**src/rtl/i2c_register_target.sv**
```systemverilog
// I2C target answering one 7-bit address and exposing a 256-entry register space
// through single-cycle write/read strobes. SCL and SDA are oversampled on the system clock.
`timescale 1ns/1ps
module i2c_register_target #(
    parameter logic [6:0] ADDRESS = 7'h50
) (
    input  logic       clock,
    input  logic       reset,
    input  logic       scl_input,
    input  logic       sda_input,
    output logic       sda_output,
    output logic       reg_write,
    output logic       reg_read,
    output logic [7:0] reg_address,
    output logic [7:0] reg_write_data,
    input  logic [7:0] reg_read_data,
    output logic       busy
);
    typedef enum logic [3:0] {
        IDLE, ADDR, ADDR_ACK, REG, REG_ACK, WRITE_DATA, WRITE_ACK, READ_DATA, MASTER_ACK, WAIT
    } state_t;

    state_t     state_q, state_d;
    logic [2:0] scl_sync_q, scl_sync_d, sda_sync_q, sda_sync_d;
    logic [2:0] bit_cnt_q, bit_cnt_d;
    logic [7:0] rx_q, rx_d, tx_q, tx_d, pointer_q, pointer_d;
    logic [7:0] reg_address_q, reg_address_d, reg_write_data_q, reg_write_data_d;
    logic       rw_q, rw_d, load_q, load_d, sda_out_q, sda_out_d;
    logic       reg_write_q, reg_write_d, reg_read_q, reg_read_d, busy_q, busy_d;
    logic       scl_rise_s, scl_fall_s, start_s, stop_s, sda_s;
    logic [7:0] rx_byte_s;

    // Bus event decode: bit [1] is the synchronized level, bit [2] its previous value
    always_comb begin
        scl_sync_d = {scl_sync_q[1:0], scl_input};
        sda_sync_d = {sda_sync_q[1:0], sda_input};
        sda_s      = sda_sync_q[1];
        scl_rise_s = scl_sync_q[1] & ~scl_sync_q[2];
        scl_fall_s = ~scl_sync_q[1] & scl_sync_q[2];
        start_s    = scl_sync_q[1] & scl_sync_q[2] & sda_sync_q[2] & ~sda_sync_q[1];
        stop_s     = scl_sync_q[1] & scl_sync_q[2] & ~sda_sync_q[2] & sda_sync_q[1];
        rx_byte_s  = {rx_q[6:0], sda_s};
    end

    // Protocol FSM: next state, shift registers, strobes and SDA drive
    always_comb begin
        state_d          = state_q;
        bit_cnt_d        = bit_cnt_q;
        rx_d             = rx_q;
        pointer_d        = pointer_q;
        rw_d             = rw_q;
        sda_out_d        = sda_out_q;
        reg_address_d    = reg_address_q;
        reg_write_data_d = reg_write_data_q;
        busy_d           = busy_q;
        reg_write_d      = 1'b0;
        reg_read_d       = 1'b0;
        load_d           = reg_read_q;
        // Read data arrives one clock after the read strobe
        if (load_q) begin
            tx_d = reg_read_data;
        end else begin
            tx_d = tx_q;
        end

        if (start_s) begin
            state_d   = ADDR;
            bit_cnt_d = 3'd0;
            sda_out_d = 1'b1;
            busy_d    = 1'b0;
        end else if (stop_s) begin
            state_d   = IDLE;
            bit_cnt_d = 3'd0;
            sda_out_d = 1'b1;
            busy_d    = 1'b0;
        end else begin
            case (state_q)
                ADDR, REG, WRITE_DATA: begin
                    if (scl_fall_s) begin
                        sda_out_d = 1'b1;
                    end else if (scl_rise_s) begin
                        rx_d      = rx_byte_s;
                        bit_cnt_d = bit_cnt_q + 3'd1;
                        if (bit_cnt_q == 3'd7) begin
                            case (state_q)
                                ADDR: begin
                                    if (rx_byte_s[7:1] == ADDRESS) begin
                                        state_d       = ADDR_ACK;
                                        busy_d        = 1'b1;
                                        rw_d          = rx_byte_s[0];
                                        reg_read_d    = rx_byte_s[0];
                                        reg_address_d = pointer_q;
                                    end else begin
                                        state_d = IDLE;
                                    end
                                end
                                REG: begin
                                    pointer_d = rx_byte_s;
                                    state_d   = REG_ACK;
                                end
                                default: begin
                                    reg_write_d      = 1'b1;
                                    reg_address_d    = pointer_q;
                                    reg_write_data_d = rx_byte_s;
                                    pointer_d        = pointer_q + 8'd1;
                                    state_d          = WRITE_ACK;
                                end
                            endcase
                        end else begin
                            state_d = state_q;
                        end
                    end else begin
                        state_d = state_q;
                    end
                end
                // ACK is held low from the falling edge after bit 8 until the one after bit 9
                ADDR_ACK, REG_ACK, WRITE_ACK: begin
                    if (scl_fall_s) begin
                        sda_out_d = 1'b0;
                    end else if (scl_rise_s) begin
                        bit_cnt_d = 3'd0;
                        if (state_q == ADDR_ACK) begin
                            state_d = rw_q ? READ_DATA : REG;
                        end else begin
                            state_d = WRITE_DATA;
                        end
                    end else begin
                        state_d = state_q;
                    end
                end
                READ_DATA: begin
                    if (scl_fall_s) begin
                        sda_out_d = tx_q[7];
                        tx_d      = {tx_q[6:0], 1'b1};
                    end else if (scl_rise_s) begin
                        bit_cnt_d = bit_cnt_q + 3'd1;
                        if (bit_cnt_q == 3'd7) begin
                            state_d = MASTER_ACK;
                        end else begin
                            state_d = state_q;
                        end
                    end else begin
                        state_d = state_q;
                    end
                end
                MASTER_ACK: begin
                    if (scl_fall_s) begin
                        sda_out_d = 1'b1;
                    end else if (scl_rise_s) begin
                        pointer_d = pointer_q + 8'd1;
                        bit_cnt_d = 3'd0;
                        if (!sda_s) begin
                            reg_read_d    = 1'b1;
                            reg_address_d = pointer_q + 8'd1;
                            state_d       = READ_DATA;
                        end else begin
                            state_d = WAIT;
                            busy_d  = 1'b0;
                        end
                    end else begin
                        state_d = state_q;
                    end
                end
                default: begin
                    sda_out_d = 1'b1;
                end
            endcase
        end
    end

    // State and output registers
    always_ff @(posedge clock) begin
        if (reset) begin
            state_q          <= IDLE;
            scl_sync_q       <= 3'b111;
            sda_sync_q       <= 3'b111;
            bit_cnt_q        <= 3'd0;
            rx_q             <= 8'h00;
            tx_q             <= 8'hFF;
            pointer_q        <= 8'h00;
            rw_q             <= 1'b0;
            load_q           <= 1'b0;
            sda_out_q        <= 1'b1;
            reg_write_q      <= 1'b0;
            reg_read_q       <= 1'b0;
            reg_address_q    <= 8'h00;
            reg_write_data_q <= 8'h00;
            busy_q           <= 1'b0;
        end else begin
            state_q          <= state_d;
            scl_sync_q       <= scl_sync_d;
            sda_sync_q       <= sda_sync_d;
            bit_cnt_q        <= bit_cnt_d;
            rx_q             <= rx_d;
            tx_q             <= tx_d;
            pointer_q        <= pointer_d;
            rw_q             <= rw_d;
            load_q           <= load_d;
            sda_out_q        <= sda_out_d;
            reg_write_q      <= reg_write_d;
            reg_read_q       <= reg_read_d;
            reg_address_q    <= reg_address_d;
            reg_write_data_q <= reg_write_data_d;
            busy_q           <= busy_d;
        end
    end

    assign sda_output     = sda_out_q;
    assign reg_write      = reg_write_q;
    assign reg_read       = reg_read_q;
    assign reg_address    = reg_address_q;
    assign reg_write_data = reg_write_data_q;
    assign busy           = busy_q;
endmodule

```
**config.mk**
```make
export PLATFORM = sky130hd
export DESIGN_NAME = i2c_register_target
export DESIGN_NICKNAME = d
export VERILOG_FILES = /design/src/rtl/i2c_register_target.sv
export SDC_FILE = /design/constraint.sdc
export NUM_CORES = 1
export LEC_CHECK = 0
export BUFFER_PORTS_ARGS = -buffer_cell sky130_fd_sc_hd__buf_4
export CAP_MARGIN = 20
export CORE_MARGIN = 2
export CORE_UTILIZATION = 58
export DETAILED_ROUTE_END_ITERATION = 12
export GPL_ROUTABILITY_DRIVEN = 0
export PLACE_DENSITY = 0.86
export SETUP_SLACK_MARGIN = 0.05
export SYNTH_ARGS = -nofsm -noshare
export SYNTH_HDL_FRONTEND = slang
export SYNTH_SLANG_ARGS = --single-unit
```
**constraint.sdc**
```tcl
create_clock -name clock -period 2.5 [get_ports clock]
set_clock_uncertainty 0.15 [all_clocks]
set_input_delay 0.125 -clock clock [delete_from_list [all_inputs] [get_ports clock]]
set_output_delay 0.125 -clock clock [all_outputs]
set_load 0.03 [all_outputs]
```
Word level (Yosys, flattened, before mapping). Cells that the tools add are included.

Register bits: 58. Word-level logic and storage cells: 169. Input port bits: 12. Output and inout port bits: 20.

Bitwise operators: 18. Reductions and logical operators: 22. Multiplexer cells: 67. $add $sub $neg: 2. Equality and inequality tests: 44.

Operators by type and width (number): $mux 8 (17); $pmux 8 s2 (4); $mux 4 (11); $ne 2x2->1 const B (20); $ne 4x4->1 const B (10); $reduce_and 11->1 (3); $mux 1 (22); $mux 3 (6); $reduce_and 9->1 (2); $eq 4x3->1 const B (4); $pmux 4 s4 (1); $reduce_or 4->1 (3); $not 1->1 (11); $reduce_and 5->1 (2); $reduce_or 3->1 (3); $add 8x1->8 const B (1); $eq 4x2->1 const B (2); $pmux 4 s2 (1); $reduce_and 8->1 (1); $and 1x1->1 (7); $eq 7x7->1 const B (1); $reduce_and 7->1 (1); $reduce_or 7->1 (1); $ne 2x1->1 const B (3); 14 further kinds (16).

Longest topological paths before layout. Gate-level depths: netlist of run 1.

Depth in word-level cells: 9. Mapped depth: 9. Mapped depth without buffers: 7.

Worst setup path after synthesis of run 1. No wires, ideal clock.

Kind: flip-flop to flip-flop. Start: register state_q[1]. End: register reg_address_q[7] (netlist: reg_address[7]). Library setup time: 115 ps. Buffers on the path: 2. Slack: 523 ps. Stages on the path, launching flop included: 8. Arrival time: 1712 ps. Clock period less this slack: 1977 ps. Required time: 2235 ps. Cells stage by stage: dfxtp_1 buf_6 or3b_4 o31ai_4 a22oi_2 and2_1 buf_6 o21a_1.

Word-level cells in the longest chain between the ends: 6. Elaborated cells between the ends (all ways): 20. Classes of those cells: eq/ne: 12; mux: 5; reduce/logical: 3.

RTL lines: start: declaration (line 23) `state_t state_q, state_d;`; start signal: assignment (line 190) `state_q <= state_d;`; $eq 4x2->1 or $eq 4x1->1 (tied branches) (line 77, 85); $pmux 8 s2 (line 85) `case (state_q)`; $mux 8 (line 84) `if (bit_cnt_q == 3'd7) begin`; $mux 8 (line 81) `end else if (scl_rise_s) begin`; $mux 8 (line 79) `if (scl_fall_s) begin`; $pmux 8 s2 (line 77) `case (state_q)`; end signal: assignment (line 202) `reg_address_q <= reg_address_d;`; end: declaration (line 27) `logic [7:0] reg_address_q, reg_address_d, reg_write_data_q, reg_write_data_d;`.

Several ways; a longest one is shown, not always the timed one. The select of a mux whose other input is x is not followed. A chain may end at the register's enable or synchronous reset.

Worst setup path in the final report of run 1.
Start: register bit_cnt_q[0]. End: register reg_address_q[4] (netlist: reg_address[4]).

Word-level cells in the longest chain between the ends: 3.

RTL lines: start: declaration (line 25) `logic [2:0] bit_cnt_q, bit_cnt_d;`; start signal: assignment (line 193) `bit_cnt_q <= bit_cnt_d;`; $eq 3x3->1 (line 84); $ne 2x2->1 (no source line); $reduce_and 11->1 (no source line).

Every way passes these cells.

==> metrics.txt, run 1 <==
# TYPE chip_impl_metric gauge
chip_impl_metric{name="synth_largest_type_area_fraction",unit="%"} 39.4
chip_impl_metric{name="placed_cells_incl_taps",unit=""} 431
chip_impl_info{name="setup_repair_after_global_routing_missed_its_margin",value="no"} 1
chip_impl_info{name="critPathMostFrequentCell",value="sky130_fd_sc_hd__ha_1"} 1
chip_impl_metric{name="syn_inst",unit=""} 349
chip_impl_metric{name="drt-wirelength-per-cell",unit="um"} 15.1
chip_impl_metric{name="fillerInstances",unit=""} 368
chip_impl_info{name="layout_commonest_cell",value="sky130_fd_sc_hd__dfxtp_1"} 1
chip_impl_metric{name="synth_seq_cells",unit=""} 58
chip_impl_metric{name="ctsLongestPathBuffers",unit=""} 2
chip_impl_metric{name="synth.yosys.seq_area_share",unit="%"} 39.4
chip_impl_metric{name="numPortBuffers",unit=""} 31
chip_impl_metric{name="timing_max_transition_violations_final",unit=""} 0
chip_impl_metric{name="global_route.usage.total",unit="%"} 27.2
chip_impl_metric{name="grt_pass1_wl",unit="um"} 11600
chip_impl_info{name="worst_setup_path_end_kind",value="flip-flop"} 1
chip_impl_metric{name="drcViolationCount",unit=""} 0
chip_impl_info{name="synth_top_family_by_area",value="simple AND/OR/NAND/NOR gates"} 1
chip_impl_metric{name="finish.instance_area",unit="um^2"} 3550
chip_impl_metric{name="synth_enable_flop_cells",unit=""} 0
chip_impl_metric{name="timing.critical_path.slowest_cell_delay",unit="ns"} 0.40
chip_impl_info{name="clockRootBuffer",value="sky130_fd_sc_hd__clkbuf_8"} 1
chip_impl_metric{name="number_of_vias_per_cell",unit=""} 5.88
chip_impl_metric{name="drv.max_cap_violation_count",unit=""} 0
chip_impl_metric{name="regToRegSetupSlack",unit="ns"} 0.36
chip_impl_metric{name="layout-drive-gt1-share",unit="%"} 20.9
chip_impl_metric{name="insertedDiodeCount",unit=""} 0
chip_impl_metric{name="syn_area",unit="um^2"} 2950
chip_impl_metric{name="post_synth_fa_ha_maj_area_fraction",unit="%"} 1.27
chip_impl_info{name="outcome",value="finished clean"} 1
chip_impl_metric{name="post_detailed_placement_half_perimeter_wirelength",unit="um"} 4590
chip_impl_metric{name="cts_made_buffers",unit=""} 9
chip_impl_metric{name="final-hold-violation-count",unit=""} 0
chip_impl_metric{name="vdd.ir_drop.worst",unit="uV"} 615
chip_impl_info{name="synthTopCellsByArea",value="sky130_fd_sc_hd__dfxtp_1 39%, sky130_fd_sc_hd__mux2i_1 6.1%, sky130_fd_sc_hd__a21oi_1 5.4%"} 1
chip_impl_metric{name="maximum_number_of_pins_on_one_net_before_global_route_repair",unit=""} 54
chip_impl_info{name="worstPathCellList",value="ha_1 > ha_1 > a21boi_0 > a22oi_2 > and2_2 > a211oi_2"} 1
chip_impl_metric{name="cellLeakagePower",unit="nW"} 1.25
chip_impl_metric{name="routed_wirelength",unit="um"} 6880
chip_impl_metric{name="totalNegativeSetupSlack",unit="ns"} 0
chip_impl_metric{name="io-pin-count",unit=""} 32
chip_impl_metric{name="simple_gate_fraction_of_synth_area",unit="%"} 25.4
chip_impl_metric{name="die-height",unit="um"} 75.3
chip_impl_metric{name="worstHoldPathCells",unit=""} 5
chip_impl_info{name="setup.worst_path.class",value="reg2reg"} 1
chip_impl_metric{name="post_synth_xor_area_fraction",unit="%"} 2.38
chip_impl_metric{name="area_inside_the_core_boundary",unit="um^2"} 4820
chip_impl_info{name="timing.hold.worst.class",value="in2reg"} 1
chip_impl_metric{name="finalSetupViolations",unit=""} 0
chip_impl_metric{name="synth.area.mux_share",unit="%"} 6.11
chip_impl_metric{name="yosys_warnings",unit=""} 0
chip_impl_metric{name="grt_pass1_vias",unit=""} 2462
chip_impl_metric{name="detailedPlace.worstSlack",unit="ns"} 0.257
chip_impl_metric{name="power_density",unit="nW/um^2"} 762
chip_impl_metric{name="grt_overflow",unit=""} 0
chip_impl_metric{name="worstPathMaxFanout",unit=""} 9
chip_impl_metric{name="die_w",unit="um"} 75.3
chip_impl_metric{name="data_arrival_time_of_the_critical_path",unit="ns"} 2.20
chip_impl_metric{name="vias",unit=""} 2677
chip_impl_info{name="synth_area_leader_cell",value="sky130_fd_sc_hd__dfxtp_1"} 1
chip_impl_metric{name="clock.fmax",unit="GHz"} 0.467
chip_impl_metric{name="clock_edge_transition_at_the_registers_on_the_reported_setup_and_hold_paths",unit="ns"} 0.07
chip_impl_info{name="mostFrequentLayoutCells",value="58 x sky130_fd_sc_hd__dfxtp_1, 41 x sky130_fd_sc_hd__buf_4, 40 x sky130_fd_sc_hd__nand2_1"} 1
chip_impl_info{name="synth-main-ff-cell",value="sky130_fd_sc_hd__dfxtp_1"} 1
chip_impl_metric{name="layout-area-overhead-vs-synth",unit="%"} 20.3
chip_impl_metric{name="cts.sinks",unit=""} 58
chip_impl_metric{name="multi_input_comb_area",unit="um^2"} 1650
chip_impl_metric{name="final.hold.worst_slack",unit="ns"} 0.00424
chip_impl_metric{name="synth.avg_cell_area",unit="um^2"} 8.45
chip_impl_metric{name="timing_worst_slew_pin_value",unit="ns"} 0.535
chip_impl_metric{name="timing.slew.headroom",unit="%"} 64.3
chip_impl_metric{name="asyncSetResetFlopFracSynth",unit="%"} 0
chip_impl_info{name="cp_slowest_cell",value="sky130_fd_sc_hd__a22oi_2"} 1
chip_impl_metric{name="core.rowCount",unit=""} 25
chip_impl_info{name="cts_tree",value="yes"} 1
chip_impl_metric{name="violation_count_after_the_first_detailed_routing_iteration",unit=""} 325
chip_impl_metric{name="mapped_nets",unit=""} 364
chip_impl_metric{name="synth_compound_gate_area_share",unit="%"} 20.6
chip_impl_metric{name="placement.cell_area",unit="um^2"} 3210
chip_impl_metric{name="clkLatencyLatePin",unit="ns"} 0.34
chip_impl_metric{name="timing.final.crit_period",unit="ns"} 2.14
chip_impl_metric{name="minimum_setup_slack_in_the_final_design",unit="ns"} 0.359
chip_impl_metric{name="r2r.worst_path.cells",unit=""} 6
chip_impl_metric{name="number_of_antenna_violations_at_the_first_check_in_global_routing",unit=""} 0
chip_impl_metric{name="first_pass_iters",unit=""} 5
chip_impl_metric{name="worst_ep_required_time",unit="ns"} 2.55
chip_impl_metric{name="nets",unit=""} 398
chip_impl_metric{name="ff_latch_area",unit="um^2"} 1160
chip_impl_metric{name="clock_tree.htree_level_count",unit=""} 3
chip_impl_metric{name="cts_post_setup_buffers_inserted",unit=""} 0
chip_impl_metric{name="distinct_cell_type_count_after_synthesis",unit=""} 53
chip_impl_info{name="setup.worst_path.start_class",value="flip-flop"} 1
chip_impl_metric{name="drtAntennaViolNets",unit=""} 0
chip_impl_metric{name="layoutNonFillerInstCount",unit=""} 455
chip_impl_metric{name="design.die.area",unit="um^2"} 5670
chip_impl_metric{name="post-route-period-util",unit="%"} 85.6
chip_impl_metric{name="effective_utilization_at_floorplan",unit="%"} 61.2
[layout make-up]
cell class,count,share of cell area (%)
Sequential cell,58,32.7
Timing Repair Buffer,49,10.9
Inverter,3,0.318
Tap cell,67,2.36
Clock buffer,11,4.27
Multi-Input combinational cell,262,46.5
Clock inverter,5,2.82
[routing by layer]
metal | vias up | global-route usage, % | part of all wire (%)
met5 | - | 0 | 0
met4 | 0 | 12.7 | 2.1
met3 | 16 | 5.29 | 6.6
met2 | 117 | 42.6 | 47
met1 | 1244 | 36.4 | 44
li1 | 1300 | - | -
[critical path, delay by kind of cell, from the launching register on]
kind	cells	cell delay, ns
AO/OA/AOI/OAI	3	0.68
adder cells (fa/ha/maj)	2	0.44
flip-flops	1	0.36
AND/OR/NAND/NOR	1	0.36
[what timing repair did]
action,CTS,global route
gates resized for setup,0,1
hold buffers,8,0
endpoints found under the setup margin,0,4
hold endpoints to repair,8,0
[synth_stat cells, types with 4 or more instances]
cell type                  instances
sky130_fd_sc_hd__a21oi_1          32
sky130_fd_sc_hd__nand2b_1         17
sky130_fd_sc_hd__nor3_1           10
sky130_fd_sc_hd__nor2_1           31
sky130_fd_sc_hd__o21ai_0          17
sky130_fd_sc_hd__buf_2             7
sky130_fd_sc_hd__or3_1             4
sky130_fd_sc_hd__nand3_1          13
sky130_fd_sc_hd__nor2b_1           7
sky130_fd_sc_hd__a211oi_2          7
sky130_fd_sc_hd__nand2_1          40
sky130_fd_sc_hd__xnor2_1           6
sky130_fd_sc_hd__dfxtp_1          58
sky130_fd_sc_hd__or2_2             7
sky130_fd_sc_hd__mux2i_1          18
sky130_fd_sc_hd__a211oi_1          5
sky130_fd_sc_hd__a31oi_1           4
sky130_fd_sc_hd__clkbuf_1         12
[flip-flops by register name (all words and copies together), names as in the netlist, 3 cells and up]
name,cells
sda_sync_q,3
pointer_q,8
scl_sync_q,3
bit_cnt_q,3
rx_q,7
tx_q,8
reg_write_data,8
reg_address,8
state_q,4
[metrics by stage]
stage | utilization [%] | total power, mW
2_1_floorplan | - | 1.47
3_3_place_gp | 66.7 | 1.59
3_5_place_dp | 66.7 | 1.61
4_1_cts | 73.6 | 2.70
5_1_grt | 73.6 | 2.81
6_report | 73.6 | 2.70
[path summary, 6_finish.rpt]
path,from,endpoint
hold reg to reg,scl_sync_q[0],scl_sync_q[1]
setup / recovery,bit_cnt_q[0],reg_address[4]
hold / removal,reg_read_data[5],tx_q[5]
setup reg to reg,bit_cnt_q[0],reg_address[4]
[logic make-up (layout without fill, tap and decap cells)]
family                     Yosys count  count (layout)
DFF                                 58              58
xor gates and xnor gates             8               8
buffers and inverters               29              68
and+or+nand+nor                    147             147
muxes                               18              18
adders and majority gates            3               3
AOI/OAI and AO/OA                   86              86
[where the power goes]
| part | internal, mW | total [mW] | leakage [nW] | switching (mW) |
|---|---|---|---|---|
| combinational | 0.237 | 0.580 | 0.650 | 0.342 |
| clock | 0.713 | 1.09 | 0.129 | 0.374 |
| sequential | 0.982 | 1.03 | 0.469 | 0.0522 |
Note: power is estimated with default switching activity, not from simulation.
==> inputs of run 2 (changes only) <==
- ABC_AREA: not set -> 1
- TNS_END_PERCENT: not set -> 10
==> run 2 against run 1 <==
First-iteration DRC count decreased by 38%. Clock-buffer cell count increased by 1. Global-route usage decreased by 1.2 points. Largest power group unchanged. Core utilization decreased by 0.97 points. Worst hold slack improved by 0.25 ns. Sequential share of layout area increased by 1.3 points. Sequential power decreased by 8%. Non-clock buffer count decreased by 3. Flip-flop and latch count unchanged. Via count increased by 2.1%. Die area decreased by 4.7%.
==> metrics.txt, run 2 <==
# TYPE chip_impl_metric gauge
chip_impl_info{name="outcome",value="finished clean"} 1
chip_impl_metric{name="post_detailed_placement_half_perimeter_wirelength",unit="um"} 4360
chip_impl_metric{name="share_of_power_burned_in_registers",unit="%"} 45.8
chip_impl_metric{name="drcViolationCount",unit=""} 0
chip_impl_metric{name="number_of_antenna_violations_at_the_first_check_in_global_routing",unit=""} 0
chip_impl_metric{name="power.share.clock",unit="%"} 46.4
chip_impl_metric{name="worstPathMaxFanout",unit=""} 12
chip_impl_metric{name="insertedDiodeCount",unit=""} 0
chip_impl_info{name="synthTopCellsByArea",value="sky130_fd_sc_hd__dfxtp_1 41%, sky130_fd_sc_hd__nand2_1 13%, sky130_fd_sc_hd__nor2_1 7.5%"} 1
chip_impl_metric{name="cts_made_buffers",unit=""} 9
chip_impl_metric{name="regToRegSetupSlack",unit="ns"} 0.43
chip_impl_metric{name="switching_power",unit="uW"} 475
chip_impl_metric{name="asyncSetResetFlopFracSynth",unit="%"} 0
chip_impl_metric{name="synth.avg_cell_area",unit="um^2"} 6.90
chip_impl_metric{name="clock_tree.htree_level_count",unit=""} 3
chip_impl_metric{name="syn_inst",unit=""} 406
chip_impl_metric{name="yosys_warnings",unit=""} 0
chip_impl_info{name="worst_setup_path_end_kind",value="flip-flop"} 1
chip_impl_metric{name="clock_edge_transition_at_the_registers_on_the_reported_setup_and_hold_paths",unit="ns"} 0.07
chip_impl_metric{name="cts.sinks",unit=""} 58
chip_impl_info{name="synth-main-ff-cell",value="sky130_fd_sc_hd__dfxtp_1"} 1
chip_impl_metric{name="cell_internal_power_dissipation",unit="mW"} 1.59
chip_impl_metric{name="totalNegativeSetupSlack",unit="ns"} 0
chip_impl_metric{name="timing.slew.headroom",unit="%"} 48.0
chip_impl_metric{name="cts-resized-gates",unit=""} 0
chip_impl_metric{name="post_synth_fa_ha_maj_area_fraction",unit="%"} 1.34
chip_impl_metric{name="die_w",unit="um"} 73.5
chip_impl_metric{name="synth_enable_flop_cells",unit=""} 0
chip_impl_metric{name="drv.max_cap_violation_count",unit=""} 0
chip_impl_metric{name="io-pin-count",unit=""} 32
chip_impl_metric{name="die-height",unit="um"} 73.5
chip_impl_metric{name="layout-area-overhead-vs-synth",unit="%"} 21.7
chip_impl_metric{name="switching_share",unit="%"} 23.0
chip_impl_metric{name="numPortBuffers",unit=""} 31
chip_impl_info{name="mostFrequentLayoutCells",value="98 x sky130_fd_sc_hd__nand2_1, 58 x sky130_fd_sc_hd__dfxtp_1, 56 x sky130_fd_sc_hd__nor2_1"} 1
chip_impl_metric{name="first_pass_iters",unit=""} 4
chip_impl_metric{name="layout-drive-gt1-share",unit="%"} 15.3
chip_impl_info{name="synth_commonest_cells",value="98 x sky130_fd_sc_hd__nand2_1, 58 x sky130_fd_sc_hd__dfxtp_1, 56 x sky130_fd_sc_hd__nor2_1"} 1
chip_impl_info{name="clockRootBuffer",value="sky130_fd_sc_hd__clkbuf_8"} 1
chip_impl_info{name="synth_top_family_by_area",value="simple AND/OR/NAND/NOR gates"} 1
chip_impl_metric{name="synth_compound_gate_area_share",unit="%"} 15.7
chip_impl_metric{name="post-route-period-util",unit="%"} 83.0
chip_impl_metric{name="synth_largest_type_area_fraction",unit="%"} 41.5
chip_impl_metric{name="finalSetupViolations",unit=""} 0
chip_impl_info{name="synth_area_leader_cell",value="sky130_fd_sc_hd__dfxtp_1"} 1
chip_impl_metric{name="effective_utilization_at_floorplan",unit="%"} 59.7
chip_impl_metric{name="clkLatencyLatePin",unit="ns"} 0.34
chip_impl_metric{name="placed_cells_incl_taps",unit=""} 482
chip_impl_metric{name="simple_gate_fraction_of_synth_area",unit="%"} 30.8
chip_impl_metric{name="worst_ep_required_time",unit="ns"} 2.58
chip_impl_metric{name="vias",unit=""} 2732
chip_impl_info{name="timing.hold.worst.class",value="reg2reg"} 1
chip_impl_metric{name="final-hold-violation-count",unit=""} 0
chip_impl_metric{name="timing_max_transition_violations_final",unit=""} 0
chip_impl_metric{name="cellLeakagePower",unit="nW"} 1.64
chip_impl_metric{name="syn_area",unit="um^2"} 2800
chip_impl_metric{name="ctsLongestPathBuffers",unit=""} 2
chip_impl_metric{name="grt_pass1_wl",unit="um"} 10700
chip_impl_metric{name="nets",unit=""} 467
chip_impl_metric{name="clock.fmax",unit="GHz"} 0.482
chip_impl_metric{name="area_inside_the_core_boundary",unit="um^2"} 4690
chip_impl_metric{name="p_comb_share",unit="%"} 7.8
chip_impl_metric{name="synth_seq_cells",unit=""} 58
chip_impl_metric{name="drt-wirelength-per-cell",unit="um"} 12.7
chip_impl_metric{name="maximum_number_of_pins_on_one_net_before_global_route_repair",unit=""} 29
chip_impl_info{name="setup_repair_after_global_routing_missed_its_margin",value="no"} 1
chip_impl_metric{name="synth.yosys.seq_area_share",unit="%"} 41.5
chip_impl_metric{name="vdd.ir_drop.worst",unit="uV"} 417
chip_impl_metric{name="cts_hold_buf",unit=""} 13
chip_impl_metric{name="routed_wirelength",unit="um"} 6520
chip_impl_metric{name="violation_count_after_the_first_detailed_routing_iteration",unit=""} 203
chip_impl_metric{name="mapped_nets",unit=""} 421
chip_impl_metric{name="distinct_cell_type_count_after_synthesis",unit=""} 30
chip_impl_metric{name="power_density",unit="nW/um^2"} 606
chip_impl_info{name="setup.worst_path.start_class",value="flip-flop"} 1
chip_impl_metric{name="drtAntennaViolNets",unit=""} 0
chip_impl_metric{name="synth.area.mux_share",unit="%"} 0.357
chip_impl_info{name="synth.most_common_cell",value="sky130_fd_sc_hd__nand2_1"} 1
chip_impl_info{name="setup.worst_path.class",value="reg2reg"} 1
chip_impl_info{name="layout_commonest_cell",value="sky130_fd_sc_hd__nand2_1"} 1
chip_impl_metric{name="global_route.usage.total",unit="%"} 26.1
chip_impl_metric{name="grt_pass1_vias",unit=""} 2375
chip_impl_info{name="cts_tree",value="yes"} 1
chip_impl_metric{name="design.die.area",unit="um^2"} 5400
chip_impl_metric{name="number_of_vias_per_cell",unit=""} 5.35
chip_impl_metric{name="core.rowCount",unit=""} 25
chip_impl_metric{name="grt_overflow",unit=""} 0
chip_impl_metric{name="timing_worst_slew_pin_value",unit="ns"} 0.779
chip_impl_metric{name="data_arrival_time_of_the_critical_path",unit="ns"} 2.16
chip_impl_metric{name="timing.final.crit_period",unit="ns"} 2.07
chip_impl_metric{name="layoutNonFillerInstCount",unit=""} 511
chip_impl_metric{name="post_synth_xor_area_fraction",unit="%"} 1.56
chip_impl_metric{name="cts_post_setup_buffers_inserted",unit=""} 0
-- run 2: cells by family after synthesis --
| kind of cell | after synthesis |
|---|---|
| adder cells (fa/ha/maj) | 3 |
| AND/OR/NAND/NOR | 199 |
| flip-flops | 58 |
| multiplexers | 1 |
| AO/OA/AOI/OAI | 79 |
| buffers and inverters | 61 |
| XOR/XNOR | 5 |
-- run 2: final cells by class --
| type | count | area [um^2] |
|---|---|---|
| flip-flops and latches | 58 | 1160 |
| clock buffers | 12 | 145 |
| inverters | 50 | 188 |
| clock inverters | 4 | 75.1 |
| fillers | 384 | 1280 |
| multi-input cells | 287 | 1390 |
| repair buffers | 46 | 378 |
| well taps | 54 | 67.6 |
-- run 2: path summary, 6_finish.rpt --
check | from | end | depth (start not counted)
max | state_q[0] | reg_address[0] | 9
max reg2reg | state_q[0] | reg_address[0] | 9
min | sda_sync_q[0] | sda_sync_q[1] | 1
min reg2reg | sda_sync_q[0] | sda_sync_q[1] | 1
-- run 2: worst max-delay path, stage by stage, from the launching register on --
cell and delay, ns:
sky130_fd_sc_hd__dfxtp_1 0.42, sky130_fd_sc_hd__nor2_1 0.08, sky130_fd_sc_hd__nand2_1 0.28, sky130_fd_sc_hd__inv_1 0.25
sky130_fd_sc_hd__nand2_1 0.18, sky130_fd_sc_hd__nand2_2 0.08, sky130_fd_sc_hd__nor2_4 0.19, sky130_fd_sc_hd__nand2_4 0.12
sky130_fd_sc_hd__a21oi_1 0.17, sky130_fd_sc_hd__nor2_1 0.05
-- run 2: power groups by stage --
| stage | logic (mW) | registers [mW] | clock network [mW] |
|---|---|---|---|
| after floorplan | 0.0832 | 0.980 | 0 |
| after global placement | 0.137 | 0.967 | 0 |
| after detailed placement | 0.140 | 0.968 | 0 |
| after CTS | 0.157 | 0.947 | 0.970 |
| after global routing | 0.177 | 0.948 | 1.00 |
| final | 0.161 | 0.947 | 0.958 |
-- run 2: metal layers --
layer	share of wire [%]	wire length [um]	vias up	global-route usage, %
li1	-	-	1400	-
met1	45	2960	1233	34.7
met2	46	3020	84	41.1
met3	5.9	383	15	4.53
met4	2.3	150	0	12.1
met5	0	0	-	0
-- run 2: per-stage QoR --
stage / worst slack (ns) / hold WS [ns] / instance area [um^2] / total power [mW] / utilization (%)
finish: 0.426 / 0.258 / 3410 / 2.07 / 72.6
global route: 0.256 / 0.296 / 3410 / 2.13 / 72.6
CTS: 0.448 / 0.259 / 3410 / 2.07 / 72.6
detailed placement: 0.463 / 0.162 / 3060 / 1.11 / 65.2
global placement: 0.577 / 0.159 / 3060 / 1.10 / 65.2
floorplan: 0.953 / 0.0788 / 2800 / 1.06 / -
==> inputs of run 3 (changes only) <==
- CORE_UTILIZATION: 58 -> 52
- PLACE_DENSITY: 0.86 -> 0.82
- clock period: 2.5 -> 1.7 ns (I/O delays scaled with it)
==> run 3 against run 2 <==
The flow now finishes with violations (negative setup slack). Die area increased by 11%. Highest routed layer unchanged. Register-to-register slack got worse by 0.46 ns. Wire length increased by 17%.
==> metrics.txt, run 3 (same netlist as run 2, synthesis figures left out) <==
# TYPE chip_impl_metric gauge
chip_impl_metric{name="minimum_setup_slack_in_the_final_design",unit="ns"} -0.0316
chip_impl_metric{name="die-height",unit="um"} 77.4
chip_impl_metric{name="maximum_number_of_pins_on_one_net_before_global_route_repair",unit=""} 16
chip_impl_metric{name="post-route-period-util",unit="%"} 102
chip_impl_metric{name="power_density",unit="nW/um^2"} 780
chip_impl_info{name="outcome",value="complete, but fails checks"} 1
chip_impl_metric{name="design.die.area",unit="um^2"} 5990
chip_impl_metric{name="grt_pass1_wl",unit="um"} 11300
chip_impl_metric{name="clkLatencyLatePin",unit="ns"} 0.33
chip_impl_metric{name="clock.fmax",unit="GHz"} 0.577
chip_impl_metric{name="layout-area-overhead-vs-synth",unit="%"} 35.4
chip_impl_info{name="clockRootBuffer",value="sky130_fd_sc_hd__clkbuf_8"} 1
chip_impl_metric{name="number_of_antenna_violations_at_the_first_check_in_global_routing",unit=""} 0
chip_impl_metric{name="timing.slew.headroom",unit="%"} 73.6
chip_impl_metric{name="grt_overflow",unit=""} 0
chip_impl_metric{name="timing_max_transition_violations_final",unit=""} 0
chip_impl_metric{name="number_of_vias_per_cell",unit=""} 5.36
chip_impl_metric{name="final-hold-violation-count",unit=""} 0
chip_impl_metric{name="finalSetupViolations",unit=""} 1
chip_impl_metric{name="vias",unit=""} 2941
chip_impl_info{name="setup.worst_path.class",value="reg2reg"} 1
chip_impl_metric{name="switching_power",unit="uW"} 718
chip_impl_metric{name="switching_share",unit="%"} 24.3
chip_impl_metric{name="insertedDiodeCount",unit=""} 0
chip_impl_metric{name="p_comb_share",unit="%"} 10.1
chip_impl_metric{name="cts.sinks",unit=""} 58
chip_impl_metric{name="first_pass_iters",unit=""} 5
chip_impl_metric{name="placement.cell_area",unit="um^2"} 3180
chip_impl_metric{name="crit_buf_inv",unit=""} 0
chip_impl_info{name="critical_path.top_delay_family",value="simple AND/OR/NAND/NOR gates"} 1
chip_impl_info{name="timing.hold.worst.class",value="reg2reg"} 1
chip_impl_metric{name="worstPathMaxFanout",unit=""} 7
chip_impl_metric{name="fillerInstances",unit=""} 376
chip_impl_metric{name="data_arrival_time_of_the_critical_path",unit="ns"} 1.80
chip_impl_info{name="worstPathCellList",value="nor2_4 > nand2_1 > nand2_1 > nor2_4 > nand2_2 > nand3_4 > a21oi_1 > nor2_1"} 1
chip_impl_metric{name="cts_made_buffers",unit=""} 9
chip_impl_metric{name="die_w",unit="um"} 77.4
chip_impl_info{name="setup_repair_after_global_routing_missed_its_margin",value="yes"} 1
chip_impl_metric{name="share_of_power_burned_in_registers",unit="%"} 47.0
chip_impl_metric{name="nets",unit=""} 491
chip_impl_metric{name="worst_ep_required_time",unit="ns"} 1.76
chip_impl_info{name="failing_checks",value="negative setup slack"} 1
chip_impl_metric{name="grt_pass1_vias",unit=""} 2479
chip_impl_info{name="setup.worst_path.start_class",value="flip-flop"} 1
chip_impl_metric{name="power.share.clock",unit="%"} 42.9
chip_impl_metric{name="clock_tree.htree_level_count",unit=""} 3
chip_impl_metric{name="postLayoutCoreUtil",unit="%"} 73.8
chip_impl_metric{name="drv.max_cap_violation_count",unit=""} 0
chip_impl_metric{name="effective_utilization_at_floorplan",unit="%"} 54.5
chip_impl_metric{name="numPortBuffers",unit=""} 31
chip_impl_metric{name="timing.critical_path.slowest_cell_delay",unit="ns"} 0.38
chip_impl_info{name="cp_slowest_cell",value="sky130_fd_sc_hd__dfxtp_4"} 1
chip_impl_metric{name="post_detailed_placement_half_perimeter_wirelength",unit="um"} 4560
chip_impl_metric{name="routed_wirelength",unit="um"} 7640
chip_impl_metric{name="io-pin-count",unit=""} 32
chip_impl_metric{name="timing.final.crit_period",unit="ns"} 1.73
chip_impl_metric{name="finish.instance_area",unit="um^2"} 3790
chip_impl_metric{name="layout-drive-gt1-share",unit="%"} 28.8
chip_impl_metric{name="drt-wirelength-per-cell",unit="um"} 13.9
chip_impl_metric{name="cell_internal_power_dissipation",unit="mW"} 2.24
chip_impl_metric{name="ctsLongestPathBuffers",unit=""} 2
chip_impl_metric{name="timing_worst_slew_pin_value",unit="ns"} 0.395
chip_impl_metric{name="placed_cells_incl_taps",unit=""} 512
chip_impl_metric{name="drcViolationCount",unit=""} 0
chip_impl_info{name="mostFrequentLayoutCells",value="82 x sky130_fd_sc_hd__nand2_1, 55 x sky130_fd_sc_hd__buf_4, 49 x sky130_fd_sc_hd__dfxtp_1"} 1
chip_impl_metric{name="area_inside_the_core_boundary",unit="um^2"} 5140
chip_impl_info{name="worst_setup_path_end_kind",value="flip-flop"} 1
chip_impl_metric{name="vdd.ir_drop.worst",unit="uV"} 569
chip_impl_metric{name="cellLeakagePower",unit="nW"} 1.78
chip_impl_metric{name="fin_total_pwr",unit="mW"} 2.96
chip_impl_info{name="cts_tree",value="yes"} 1
chip_impl_metric{name="clock_edge_transition_at_the_registers_on_the_reported_setup_and_hold_paths",unit="ns"} 0.06
chip_impl_metric{name="core.rowCount",unit=""} 26
chip_impl_info{name="layout_commonest_cell",value="sky130_fd_sc_hd__nand2_1"} 1
chip_impl_metric{name="global_route.usage.total",unit="%"} 23.4
chip_impl_metric{name="violation_count_after_the_first_detailed_routing_iteration",unit=""} 337
chip_impl_metric{name="layoutNonFillerInstCount",unit=""} 549
chip_impl_metric{name="drtAntennaViolNets",unit=""} 0
[run 3: cell count changes in the layout (fill, tap and decap cells not counted), sizes merged]
cell,change
nand2,+1
bufinv,-1
nor2,+1
clkinvlp,-1
buf,+22
[run 3: final timing paths]
path	start	end	slack, ns	depth (start not counted)
max	state_q[2]	state_q[0]	-0.03	8
min	sda_sync_q[0]	sda_sync_q[1]	0.26	1
max reg2reg	state_q[2]	state_q[0]	-0.03	8
min reg2reg	sda_sync_q[0]	sda_sync_q[1]	0.26	1
[run 3: routing by layer]
metal  global-route usage [%]  vias to the layer above  share of wire (%)
li1                         -                     1443                  -
met1                     32.4                     1324                 43
met2                     35.6                      155                 48
met3                     3.84                       19                7.0
met4                     11.1                        0                2.5
met5                        0                        -                  0
[run 3: layout make-up]
type	count	area [um^2]	area share, %
multi-input combinational	289	1590	41.9
sequential	58	1180	31.3
timing repair buffer	68	543	14.3
inverter	50	195	5.15
clock buffer	12	155	4.09
tap	70	87.6	2.31
clock inverter	2	37.5	0.990
[run 3: worst register-to-register path, delay by kind of cell (launching register included)]
kind / cells / cell delay (ns)
and+or+nand+nor: 7 / 0.88
AOI/OAI and AO/OA: 1 / 0.21
DFF: 1 / 0.38
[run 3: timing repair]
item,4_1_cts,5_1_grt
pin swaps,1,17
endpoints found under the setup margin,36,38
hold buffers,13,0
resized for setup,13,57
endpoints found under the hold margin,21,0
buffers inserted,1,7
cloned,1,1
[run 3: power by group through the flow]
stage	clock [mW]	sequential, mW	combinational, mW
finish	1.27	1.39	0.298
CTS	1.27	1.39	0.249
floorplan	0	1.44	0.122
global placement	0	1.42	0.217
global route	1.35	1.39	0.322
detailed placement	0	1.42	0.221
[run 3: through the flow]
stage               setup TNS (ns)  hold WS [ns]  setup WS [ns]
finish                     -0.0316         0.260        -0.0316
global route                -0.430         0.281         -0.142
CTS                              0         0.259         0.0174
detailed placement          -0.196         0.123        -0.0417
global placement          -0.00663         0.119       -0.00663
floorplan                        0        0.0388          0.153
